**src/rtl/seq_decimalizer_pkg.sv**
```systemverilog
// Shared types and helpers for the multi-channel serial binary-to-BCD converter.
package seq_decimalizer_pkg;

   typedef enum logic [1:0] {SD_IDLE, SD_SHIFT, SD_STORE, SD_COMMIT} sd_state_e;

   typedef logic [3:0] bcd_digit_t;

   // Upper bound on DIGITS supported by lz_mask_f.
   localparam int unsigned LZ_MAX_DIGITS = 16;

   // Digit d>0 is a leading zero when it and every higher in-range digit are zero.
   function automatic logic [LZ_MAX_DIGITS-1:0] lz_mask_f(
      input logic [LZ_MAX_DIGITS*4-1:0] bcd,
      input int unsigned                n_dig
   );
      logic [LZ_MAX_DIGITS-1:0] lz;
      logic                     all_zero;
      lz       = '0;
      all_zero = 1'b1;
      for (int d = LZ_MAX_DIGITS - 1; d >= 0; d--) begin
         if (d < int'(n_dig)) begin
            all_zero = all_zero & (bcd[d*4 +: 4] == 4'd0);
            if (d >= 1) lz[d] = all_zero;
         end
      end
      return lz;
   endfunction

endpackage

```
**src/rtl/seq_decimalizer_if.sv**
```systemverilog
// Request/result bundle between a client and seq_decimalizer.
interface seq_decimalizer_if #(
   parameter int unsigned N_CH   = 6,
   parameter int unsigned W_IN   = 8,
   parameter int unsigned DIGITS = 3
);
   logic                       start;
   logic                       continuous;
   logic [N_CH*W_IN-1:0]       values_in;
   logic                       busy;
   logic                       done;
   logic                       valid;
   logic [N_CH*DIGITS*4-1:0]   digits_out;
   logic [N_CH-1:0]            overflow;
   logic [N_CH*DIGITS-1:0]     lz_mask;

   modport master (
      output start, continuous, values_in,
      input  busy, done, valid, digits_out, overflow, lz_mask
   );

   modport slave (
      input  start, continuous, values_in,
      output busy, done, valid, digits_out, overflow, lz_mask
   );
endinterface

```
**src/rtl/seq_decimalizer_bcd_dabble_step.sv**
```systemverilog
// One double-dabble iteration: add 3 to every digit >=5, then shift one binary bit in.
module bcd_dabble_step
   import seq_decimalizer_pkg::*;
#(
   parameter int unsigned DIGITS = 3
) (
   input  logic [DIGITS*4-1:0] i_bcd,
   input  logic                i_bit,
   output logic [DIGITS*4-1:0] o_bcd,
   output logic                o_carry
);

   logic [DIGITS*4-1:0] w_adj;
   bcd_digit_t          w_dig;

   always_comb begin
      w_adj = '0;
      w_dig = '0;
      for (int d = 0; d < int'(DIGITS); d++) begin
         w_dig              = i_bcd[d*4 +: 4];
         w_adj[d*4 +: 4]    = (w_dig >= 4'd5) ? w_dig + 4'd3 : w_dig;
      end
      {o_carry, o_bcd} = {w_adj, i_bit};
   end

endmodule

```
**src/rtl/seq_decimalizer.sv**
```systemverilog
// Multi-channel serial binary-to-BCD converter; all channels are published together on commit.
module seq_decimalizer
   import seq_decimalizer_pkg::*;
#(
   parameter int unsigned N_CH   = 6,
   parameter int unsigned W_IN   = 8,
   parameter int unsigned DIGITS = 3
) (
   input logic              clk,
   input logic              rst_n,
   seq_decimalizer_if.slave io_bus
);

   localparam int unsigned CH_W  = $clog2(N_CH) + 1;
   localparam int unsigned BIT_W = $clog2(W_IN) + 1;
   localparam int unsigned BCD_W = DIGITS * 4;
   localparam logic [CH_W-1:0]  CH_LAST   = CH_W'(N_CH - 1);
   localparam logic [BIT_W-1:0] BIT_LAST  = BIT_W'(W_IN - 1);
   localparam logic [BCD_W-1:0] ALL_NINES = {DIGITS{4'd9}};

   sd_state_e                r_state, w_state_nxt;
   logic [N_CH*W_IN-1:0]     r_snap;
   logic [W_IN-1:0]          r_bin;
   logic [BCD_W-1:0]         r_bcd;
   logic [BIT_W-1:0]         r_bit;
   logic [CH_W-1:0]          r_ch;
   logic                     r_ovf;
   logic [N_CH*BCD_W-1:0]    r_stage_dig;
   logic [N_CH-1:0]          r_stage_ovf;
   logic [N_CH*DIGITS-1:0]   r_stage_lz;
   logic [N_CH*BCD_W-1:0]    r_digits;
   logic [N_CH-1:0]          r_overflow;
   logic [N_CH*DIGITS-1:0]   r_lz;
   logic                     r_valid;

   logic [BCD_W-1:0]         w_step_bcd;
   logic                     w_step_carry;
   logic                     w_load;
   logic [BCD_W-1:0]         w_store_dig;
   logic [DIGITS-1:0]        w_store_lz;
   logic [LZ_MAX_DIGITS*4-1:0] w_lz_in;
   logic [W_IN-1:0]          w_next_val;

   bcd_dabble_step #(.DIGITS(DIGITS)) u_step (
      .i_bcd   (r_bcd),
      .i_bit   (r_bin[W_IN-1]),
      .o_bcd   (w_step_bcd),
      .o_carry (w_step_carry)
   );

   assign w_load = ((r_state == SD_IDLE) && (io_bus.start || io_bus.continuous)) ||
                   ((r_state == SD_COMMIT) && io_bus.continuous);

   always_comb begin
      w_store_dig           = r_ovf ? ALL_NINES : r_bcd;
      w_lz_in               = '0;
      w_lz_in[BCD_W-1:0]    = w_store_dig;
      w_store_lz            = DIGITS'(lz_mask_f(w_lz_in, DIGITS));
      w_next_val            = '0;
      for (int c = 0; c < int'(N_CH); c++) begin
         if (int'(r_ch) + 1 == c) w_next_val = r_snap[c*W_IN +: W_IN];
      end
   end

   always_comb begin
      w_state_nxt = r_state;
      case (r_state)
         SD_IDLE:   if (w_load) w_state_nxt = SD_SHIFT;
         SD_SHIFT:  if (r_bit == BIT_LAST) w_state_nxt = SD_STORE;
         SD_STORE:  w_state_nxt = (r_ch == CH_LAST) ? SD_COMMIT : SD_SHIFT;
         SD_COMMIT: w_state_nxt = io_bus.continuous ? SD_SHIFT : SD_IDLE;
         default:   w_state_nxt = SD_IDLE;
      endcase
   end

   always_ff @(posedge clk or negedge rst_n) begin
      if (!rst_n) r_state <= SD_IDLE;
      else        r_state <= w_state_nxt;
   end

   always_ff @(posedge clk or negedge rst_n) begin
      if (!rst_n) begin
         r_snap      <= '0;
         r_bin       <= '0;
         r_bcd       <= '0;
         r_bit       <= '0;
         r_ch        <= '0;
         r_ovf       <= 1'b0;
         r_stage_dig <= '0;
         r_stage_ovf <= '0;
         r_stage_lz  <= '0;
         r_digits    <= '0;
         r_overflow  <= '0;
         r_lz        <= '0;
         r_valid     <= 1'b0;
      end else if (w_load) begin
         r_snap <= io_bus.values_in;
         r_bin  <= io_bus.values_in[W_IN-1:0];
         r_bcd  <= '0;
         r_bit  <= '0;
         r_ch   <= '0;
         r_ovf  <= 1'b0;
      end else begin
         case (r_state)
            SD_SHIFT: begin
               r_bcd <= w_step_bcd;
               r_bin <= {r_bin[W_IN-2:0], 1'b0};
               r_ovf <= r_ovf | w_step_carry;
               r_bit <= r_bit + 1'b1;
            end
            SD_STORE: begin
               for (int c = 0; c < int'(N_CH); c++) begin
                  if (int'(r_ch) == c) begin
                     r_stage_dig[c*BCD_W +: BCD_W]   <= w_store_dig;
                     r_stage_ovf[c]                  <= r_ovf;
                     r_stage_lz[c*DIGITS +: DIGITS]  <= w_store_lz;
                  end
               end
               if (r_ch == CH_LAST) begin
                  // Publish the whole set at once, last channel taken straight from this store.
                  for (int c = 0; c < int'(N_CH); c++) begin
                     r_digits[c*BCD_W +: BCD_W] <= (int'(r_ch) == c) ? w_store_dig
                                                   : r_stage_dig[c*BCD_W +: BCD_W];
                     r_overflow[c]              <= (int'(r_ch) == c) ? r_ovf : r_stage_ovf[c];
                     r_lz[c*DIGITS +: DIGITS]   <= (int'(r_ch) == c) ? w_store_lz
                                                   : r_stage_lz[c*DIGITS +: DIGITS];
                  end
                  r_valid <= 1'b1;
               end else begin
                  r_ch  <= r_ch + 1'b1;
                  r_bin <= w_next_val;
                  r_bcd <= '0;
                  r_bit <= '0;
                  r_ovf <= 1'b0;
               end
            end
            default: ;
         endcase
      end
   end

   assign io_bus.busy       = (r_state != SD_IDLE);
   assign io_bus.done       = (r_state == SD_COMMIT);
   assign io_bus.valid      = r_valid;
   assign io_bus.digits_out = r_digits;
   assign io_bus.overflow   = r_overflow;
   assign io_bus.lz_mask    = r_lz;

endmodule

```
**src/flat_wrapper.sv**
```systemverilog
// flat-port wrapper written by rule: the top's interface ports become plain ports
module seq_decimalizer_flat import seq_decimalizer_pkg::*;
#(
   parameter int unsigned N_CH   = 6,
   parameter int unsigned W_IN   = 8,
   parameter int unsigned DIGITS = 3
)
  (clk, rst_n, io_bus_start, io_bus_continuous, io_bus_values_in, io_bus_busy, io_bus_done, io_bus_valid, io_bus_digits_out, io_bus_overflow, io_bus_lz_mask);
  seq_decimalizer_if #(.N_CH(N_CH), .W_IN(W_IN), .DIGITS(DIGITS)) io_bus_i ();
  input logic clk;
  input logic rst_n;
  input wire logic [$bits(io_bus_i.start)-1:0] io_bus_start;
  input wire logic [$bits(io_bus_i.continuous)-1:0] io_bus_continuous;
  input wire logic [$bits(io_bus_i.values_in)-1:0] io_bus_values_in;
  output wire logic [$bits(io_bus_i.busy)-1:0] io_bus_busy;
  output wire logic [$bits(io_bus_i.done)-1:0] io_bus_done;
  output wire logic [$bits(io_bus_i.valid)-1:0] io_bus_valid;
  output wire logic [$bits(io_bus_i.digits_out)-1:0] io_bus_digits_out;
  output wire logic [$bits(io_bus_i.overflow)-1:0] io_bus_overflow;
  output wire logic [$bits(io_bus_i.lz_mask)-1:0] io_bus_lz_mask;
  assign io_bus_i.start = io_bus_start;
  assign io_bus_i.continuous = io_bus_continuous;
  assign io_bus_i.values_in = io_bus_values_in;
  assign io_bus_busy = io_bus_i.busy;
  assign io_bus_done = io_bus_i.done;
  assign io_bus_valid = io_bus_i.valid;
  assign io_bus_digits_out = io_bus_i.digits_out;
  assign io_bus_overflow = io_bus_i.overflow;
  assign io_bus_lz_mask = io_bus_i.lz_mask;
  seq_decimalizer #(.N_CH(N_CH), .W_IN(W_IN), .DIGITS(DIGITS)) u_core (.clk(clk), .rst_n(rst_n), .io_bus(io_bus_i));
endmodule
```
**config.mk**
```make
export PLATFORM = sky130hd
export DESIGN_NAME = seq_decimalizer_flat
export DESIGN_NICKNAME = d
export VERILOG_FILES = /design/src/rtl/seq_decimalizer_pkg.sv /design/src/rtl/seq_decimalizer_if.sv /design/src/rtl/seq_decimalizer_bcd_dabble_step.sv /design/src/rtl/seq_decimalizer.sv /design/src/flat_wrapper.sv
export SDC_FILE = /design/constraint.sdc
export NUM_CORES = 1
export LEC_CHECK = 0
export CORE_UTILIZATION = 55
export DETAILED_ROUTE_END_ITERATION = 6
export PLACE_DENSITY = 0.89
export SETUP_SLACK_MARGIN = 0.2
export SYNTH_ARGS = -nofsm -noshare
export SYNTH_HDL_FRONTEND = slang
export SYNTH_SLANG_ARGS = --single-unit
export TNS_END_PERCENT = 20
```
**constraint.sdc**
```tcl
create_clock -name clk -period 4.5 [get_ports clk]
set_clock_uncertainty 0.1 [all_clocks]
set_input_delay 0.675 -clock clk [delete_from_list [all_inputs] [get_ports clk]]
set_output_delay 0.675 -clock clk [all_outputs]
set_load 0.05 [all_outputs]
```
Word level (Yosys, flattened, before mapping)
Cells that the tools add are included.

word-level totals
  logic and storage cells = 110
  bits of input ports = 52
  flip-flop bits (word level) = 272

cells by class
  equality and inequality tests = 19
  $add $sub $neg = 6
  reductions and logical operators = 17
  magnitude comparators = 3
  muxes and demuxes = 48
  bitwise operators = 3

operators by type and width
  kind                                                                      count
  12-bit two-way mux                                                        9
  32-bit by 3-bit equality test with 1-bit output (second input constant)   2
  32-bit by 4-bit equality test with 1-bit output (second input constant)   2
  8-bit two-way mux                                                         8
  32-bit by 2-bit equality test with 1-bit output (second input constant)   1
  32-bit logical NOT                                                        1
  4-bit two-way mux                                                         8
  12-bit case mux with 2 select lines                                       1
  3-bit two-way mux                                                         6
  4-bit by 3-bit equality test with 1-bit output (second input constant)    4
  8-bit case mux with 2 select lines                                        1
  4-bit by 2-bit adder with 4-bit output (second input constant)            3
  4-bit by 3-bit >= comparator with 1-bit output (second input constant)    3
  4-bit logical NOT                                                         3
  1-bit two-way mux                                                         9
  4-bit by 1-bit adder with 4-bit output (second input constant)            2
  4-bit equality test (second input constant)                               2
  2-bit case mux with 4 select lines                                        1
  4-bit case mux with 2 select lines                                        1
  2-bit AND reduction                                                       4
  2-bit two-way mux                                                         3
  2-bit by 1-bit inequality test with 1-bit output (second input constant)  3
  4-bit by 1-bit adder with 5-bit output (second input constant)            1
  2-bit equality test (second input constant)                               2
  13 further kinds                                                          16

Depth between registers and ports, before layout
  depth in word-level cells = 11
  depth in mapped cells = 11

Modules after synthesis
From an unflattened synthesis, not the netlist that was laid out.

second synthesis, totals
  cells, all modules = 1151
  area, all modules = 11121.9 µm²

modules (own cells, without submodules)
  module           times used  area an instance (µm²)  cells each  sequential area each (µm²)
  seq_decimalizer  1           10810.4                 1102        6406.1
  bcd_dabble_step  1           311.5                   49          0.0

Worst setup path before layout
OpenSTA, ideal clock, no wires.

  path type = register to register
  start = register u_core.r_state[0]
  end = register u_core.r_stage_ovf[4]
  library setup time = 0.128 ns
  buffers on the path = 1
  data required time = 4.272 ns
  path slack = 2.219 ns
  data arrival time = 2.054 ns
  cell stages (with the launch flop) = 7
  path through = dfrtp_1 > ha_1 > o21ai_2 > nand3_2 > or2_1 > buf_2 > mux2_1

between the ends
  word-level cells in the longest chain between the ends = 5

ends and longest elaborated chain
  element                         RTL line                source
  start: declaration              seq_decimalizer.sv:21   sd_state_e r_state, w_state_nxt;
  start signal: assignment        seq_decimalizer.sv:78   else r_state <= w_state_nxt;
  2-bit equality test             --
  net io_bus_done                 flat_wrapper.sv:16      output wire logic [$bits(io_bus_i.done)-1:0] io_bus_done;
  1-bit logical AND               seq_decimalizer.sv:52   ((r_state == SD_COMMIT) && io_bus.continuous);
  1-bit logical OR                seq_decimalizer.sv:51   assign w_load = ((r_state == SD_IDLE) && (io_bus.start || io_bus.continuous)) ||
  1-bit NOT (no line)             --
  2-bit AND reduction (no line)   --
  end signal: indexed assignment  seq_decimalizer.sv:115  r_stage_ovf[c] <= r_ovf;
  end: declaration                seq_decimalizer.sv:29   logic [N_CH-1:0] r_stage_ovf;

The timed path passes the listed nets, and every way through them passes these cells.
A chain may end at the register's enable or synchronous reset.

Worst setup path in the final report
  start = register u_core.r_ch[1]
  end = register u_core.r_lz[13], in the netlist u_core.io_bus.lz_mask[13]

between the ends
  word-level cells in the longest chain between the ends = 2

ends and longest elaborated chain
  element                                                                                RTL line                                        source
  start: declaration                                                                     seq_decimalizer.sv:26                           logic [CH_W-1:0] r_ch;
  start signal: assignment                                                               seq_decimalizer.sv:130                          r_ch <= r_ch + 1'b1;
  4-bit by 3-bit equality test with 1-bit output or 4-bit equality test (tied branches)  seq_decimalizer.sv:119, seq_decimalizer.sv:125
  3-bit AND reduction (no line) or 3-bit two-way mux (tied branches)                     --
  end signal: indexed assignment                                                         seq_decimalizer.sv:125                          r_lz[c*DIGITS +: DIGITS] <= (int'(r_ch) == c) ? w_store_lz
  end: declaration                                                                       seq_decimalizer.sv:33                           logic [N_CH*DIGITS-1:0] r_lz;

Parallel ways exist; a longest one is shown, timed or not.

==> flow_summary.json <==
{
  "cts.hold.buffers_added": 0,
  "relSlewSlack": 0.321,
  "postCtsSetupBuffers": 0,
  "m1WireLength_um": 11300,
  "setup_total_neg_slack_ns": 0,
  "initial_utilization": 0.562,
  "globalRouteOverflowTotal": 0,
  "post_synth_inst_count": 1177,
  "ys_types": 65,
  "dr.max_layer_used": "met4",
  "netlist_top_cells_area": "sky130_fd_sc_hd__dfrtp_1 (59%), sky130_fd_sc_hd__nand2_1 (13%), sky130_fd_sc_hd__o21ai_0 (5.2%)",
  "core_area_mm2": 0.0195,
  "fp.dieW_um": 143,
  "routed_via_density": 5.67,
  "power_density_normalized_to_cell_area_mw_per_mm2": 330,
  "io_buffers": 150,
  "placedCellCount": 1527,
  "synth.top_cell.area_share": 0.585,
  "grt_pass1_wl_um": 44000,
  "fillerInstances": 1398,
  "area_delta_synth_final_pct": 21.8,
  "ys.flop_type": "sky130_fd_sc_hd__dfrtp_1",
  "synth.area.mux_share": 0.0135,
  "seq_area_mm2": 0.00641,
  "crit_chain": "inv_1 -> ha_1 -> nor2b_1 -> nand2_1 -> nor2_4 -> buf_4 -> o211ai_1 -> o21a_1",
  "wl_met3_um": 1870,
  "synth-async-reset-ratio": 1.00,
  "start_kind": "flop",
  "critical_path_required_ns": 4.80,
  "cts_max_path_buffers": 3,
  "stdcell_count": 1567,
  "area_used_by_multi_input_combinational_logic_mm2": 0.00409,
  "timing_worst_slew_pin_value_ns": 1.01,
  "post_drt_wl_per_cell_um": 17.3,
  "ir_drop_uv": 226,
  "most_repeated_cell_in_the_gate_level_netlist_after_synthesis": "sky130_fd_sc_hd__nand2_1",
  "insertedDiodeCount": 0,
  "final-max-slew-violation-count": 0,
  "totalWireLength_um": 27100,
  "grt_pass1_vias": 8671,
  "cts.repair.resized": 0,
  "cts_tree": "yes",
  "synth_simple_gate_area_share": 0.196,
  "rows": 51,
  "fin_nets": 1358,
  "ff2ff_setup_slack_ns": 1.27,
  "status": "completed",
  "die_height_um": 143,
  "grt_usage": 0.274,
  "drt_iter0_markers": 694,
  "detail-route-antenna-nets": 0,
  "hold_path_class": "in -> async",
  "synthesis.nets": 1246,
  "yosysTopAreaCell": "sky130_fd_sc_hd__dfrtp_1",
  "final_layout_size_suffix_gt1_frac": 0.0507,
  "largest_fanout_on_the_critical_path": 61,
  "synth_area_in_compound_gates": 0.140,
  "leakage_nw": 6.32,
  "wl_met2_um": 13200,
  "maxCapViolCount": 0,
  "cpMaxStageDelayCell": "sky130_fd_sc_hd__nor2b_1",
  "antenna_found_initial": 0,
  "clkLatencyLatePin_ns": 0.51,
  "cts-htree-levels": 1,
  "numClockSinks": 256,
  "detailed_place_hpwl_um": 17700,
  "clk_root_buffer_cell": "sky130_fd_sc_hd__clkbuf_16",
  "critical_path_class": "reg -> reg",
  "timing.critical_path.to_type": "flop",
  "num_cts_buffers": 25,
  "flip_flop_and_latch_count_after_synthesis": 256,
  "clkTransAtPathRegs_ns": 0.07,
  "yosys.area_share.adder": 0.0194,
  "rsz0062_at_grt": "no",
  "synth_enable_flop_cells": 0,
  "1st_pass_router_iterations": 5,
  "synth_top_family_by_area": "simple AND/OR/NAND/NOR gates",
  "gpl.final_weighted_congestion": 0.876,
  "grt_start_max_net_pins": 122,
  "synth_area_mm2": 0.0109,
  "number_of_warnings_issued_by_yosys": 0,
  "finish.utilization": 0.685,
  "finalSetupViolations": 0,
  "post_synth_most_frequent_cells": "sky130_fd_sc_hd__nand2_1 (387), sky130_fd_sc_hd__dfrtp_1 (256), sky130_fd_sc_hd__o21ai_0 (114), sky130_fd_sc_hd__a21oi_1 (69), sky130_fd_sc_hd__nor2_1 (49)",
  "die_area_mm2": 0.0205,
  "post-route-min-period_ns": 3.23,
  "route.vias.total": 8885,
  "fmax_mhz": 310,
  "synth_sequential_area_ratio": 0.585,
  "number_of_hold_slack_violations_in_the_final_timing_report": 0,
  "ios": 151,
  "crit_arrival_ns": 3.53,
  "synthXorXnorAreaFrac": 0.00320,
  "synth_area_per_cell_um2": 9.30,
  "share_of_the_cycle_needed_by_the_critical_path_after_routing": 0.717,
  "drc": 0,
  "slowest_delay_ns": 0.64
}
power by group:
part / internal (mW) / switching (mW)
clock: 1.16 / 0.842
sequential: 2.30 / 0
combinational: 0.0418 / 0.0529
total: 3.50 / 0.895
logic make-up (layout without fill, tap and decap cells):
logic type | after synthesis | count (layout)
flip-flops | 256 | 256
AND/OR/NAND/NOR | 511 | 511
buffers and inverters | 107 | 232
XOR/XNOR | 4 | 4
adder cells (fa/ha/maj) | 17 | 17
AO/OA/AOI/OAI | 268 | 268
multiplexers | 14 | 14
metrics by stage:
stage / hold WS, ns / setup slack (ns) / total power [mW] / instance area [um^2]
floorplan: 0.279 / 2.22 / 2.35 / 10900
global placement: 0.346 / 1.26 / 2.44 / 12600
detailed placement: 0.353 / 1.18 / 2.44 / 12600
CTS: 0.0867 / 1.33 / 4.41 / 13300
global route: 0.110 / 1.06 / 4.50 / 13300
finish: 0.0517 / 1.27 / 4.39 / 13300
metal layers:
layer  up-vias  global-route usage
li1       4135                   -
met1      4309               0.368
met2       377               0.458
met3        64              0.0376
met4         0              0.0928
met5         -                   0
layout make-up:
class                   instances  area share
clock buffers                  30      0.0499
clock inverters                10     0.00770
inverters                      31     0.00873
multi-input cells             814       0.307
flip-flops and latches        256       0.481
well taps                     265      0.0249
repair buffers                161       0.121
placed cells by master (no fill, tap or decap), types with 5 or more instances in the layout:
cell type	n
sky130_fd_sc_hd__nand2_1	386
sky130_fd_sc_hd__dfrtp_1	256
sky130_fd_sc_hd__clkdlybuf4s50_1	149
sky130_fd_sc_hd__o21ai_0	114
sky130_fd_sc_hd__a21oi_1	69
sky130_fd_sc_hd__nor2_1	49
sky130_fd_sc_hd__inv_1	31
sky130_fd_sc_hd__clkbuf_16	25
sky130_fd_sc_hd__ha_1	17
sky130_fd_sc_hd__o21ai_1	16
sky130_fd_sc_hd__nand3_1	14
sky130_fd_sc_hd__a31oi_1	14
sky130_fd_sc_hd__nand2b_1	12
sky130_fd_sc_hd__a221oi_1	11
sky130_fd_sc_hd__o22ai_1	10
sky130_fd_sc_hd__and2_1	9
sky130_fd_sc_hd__buf_4	9
sky130_fd_sc_hd__mux2i_1	8
sky130_fd_sc_hd__clkinv_2	7
sky130_fd_sc_hd__nor3b_1	5
worst max-delay path: cells and delay by family (launching register included):
family | cells | cell delay, ns
DFF | 1 | 0.46
and+or+nand+nor | 3 | 1.09
adders and majority gates | 1 | 0.46
buffers and inverters | 2 | 0.64
AOI/OAI and AO/OA | 2 | 0.34
final timing paths:
kind	endpoint	cells after the start	startpoint
min in group clk	u_core.io_bus.digits_out[7]	2	u_core.io_bus.digits_out[7]
worst min-delay path	u_core.io_bus.digits_out[14]	1	rst_n
max in group asynchronous	u_core.r_snap[9]	2	rst_n
worst max-delay path	u_core.io_bus.lz_mask[13]	8	u_core.r_ch[1]
worst min register to register	u_core.io_bus.digits_out[7]	2	u_core.io_bus.digits_out[7]
worst max register to register	u_core.io_bus.lz_mask[13]	8	u_core.r_ch[1]
state kept, by name, summed over array words and instances (netlist names):
register	flops
u_core.r_ovf	1
u_core.r_state	2
u_core.io_bus.digits_out	72
u_core.io_bus.valid	1
u_core.io_bus.lz_mask	18
u_core.r_stage_lz	15
u_core.r_bin	8
u_core.r_snap	48
u_core.r_stage_ovf	5
u_core.r_bcd	12
u_core.r_bit	4
u_core.r_stage_dig	60
u_core.r_ch	4
u_core.io_bus.overflow	6
(Power assumes the default switching activity.)
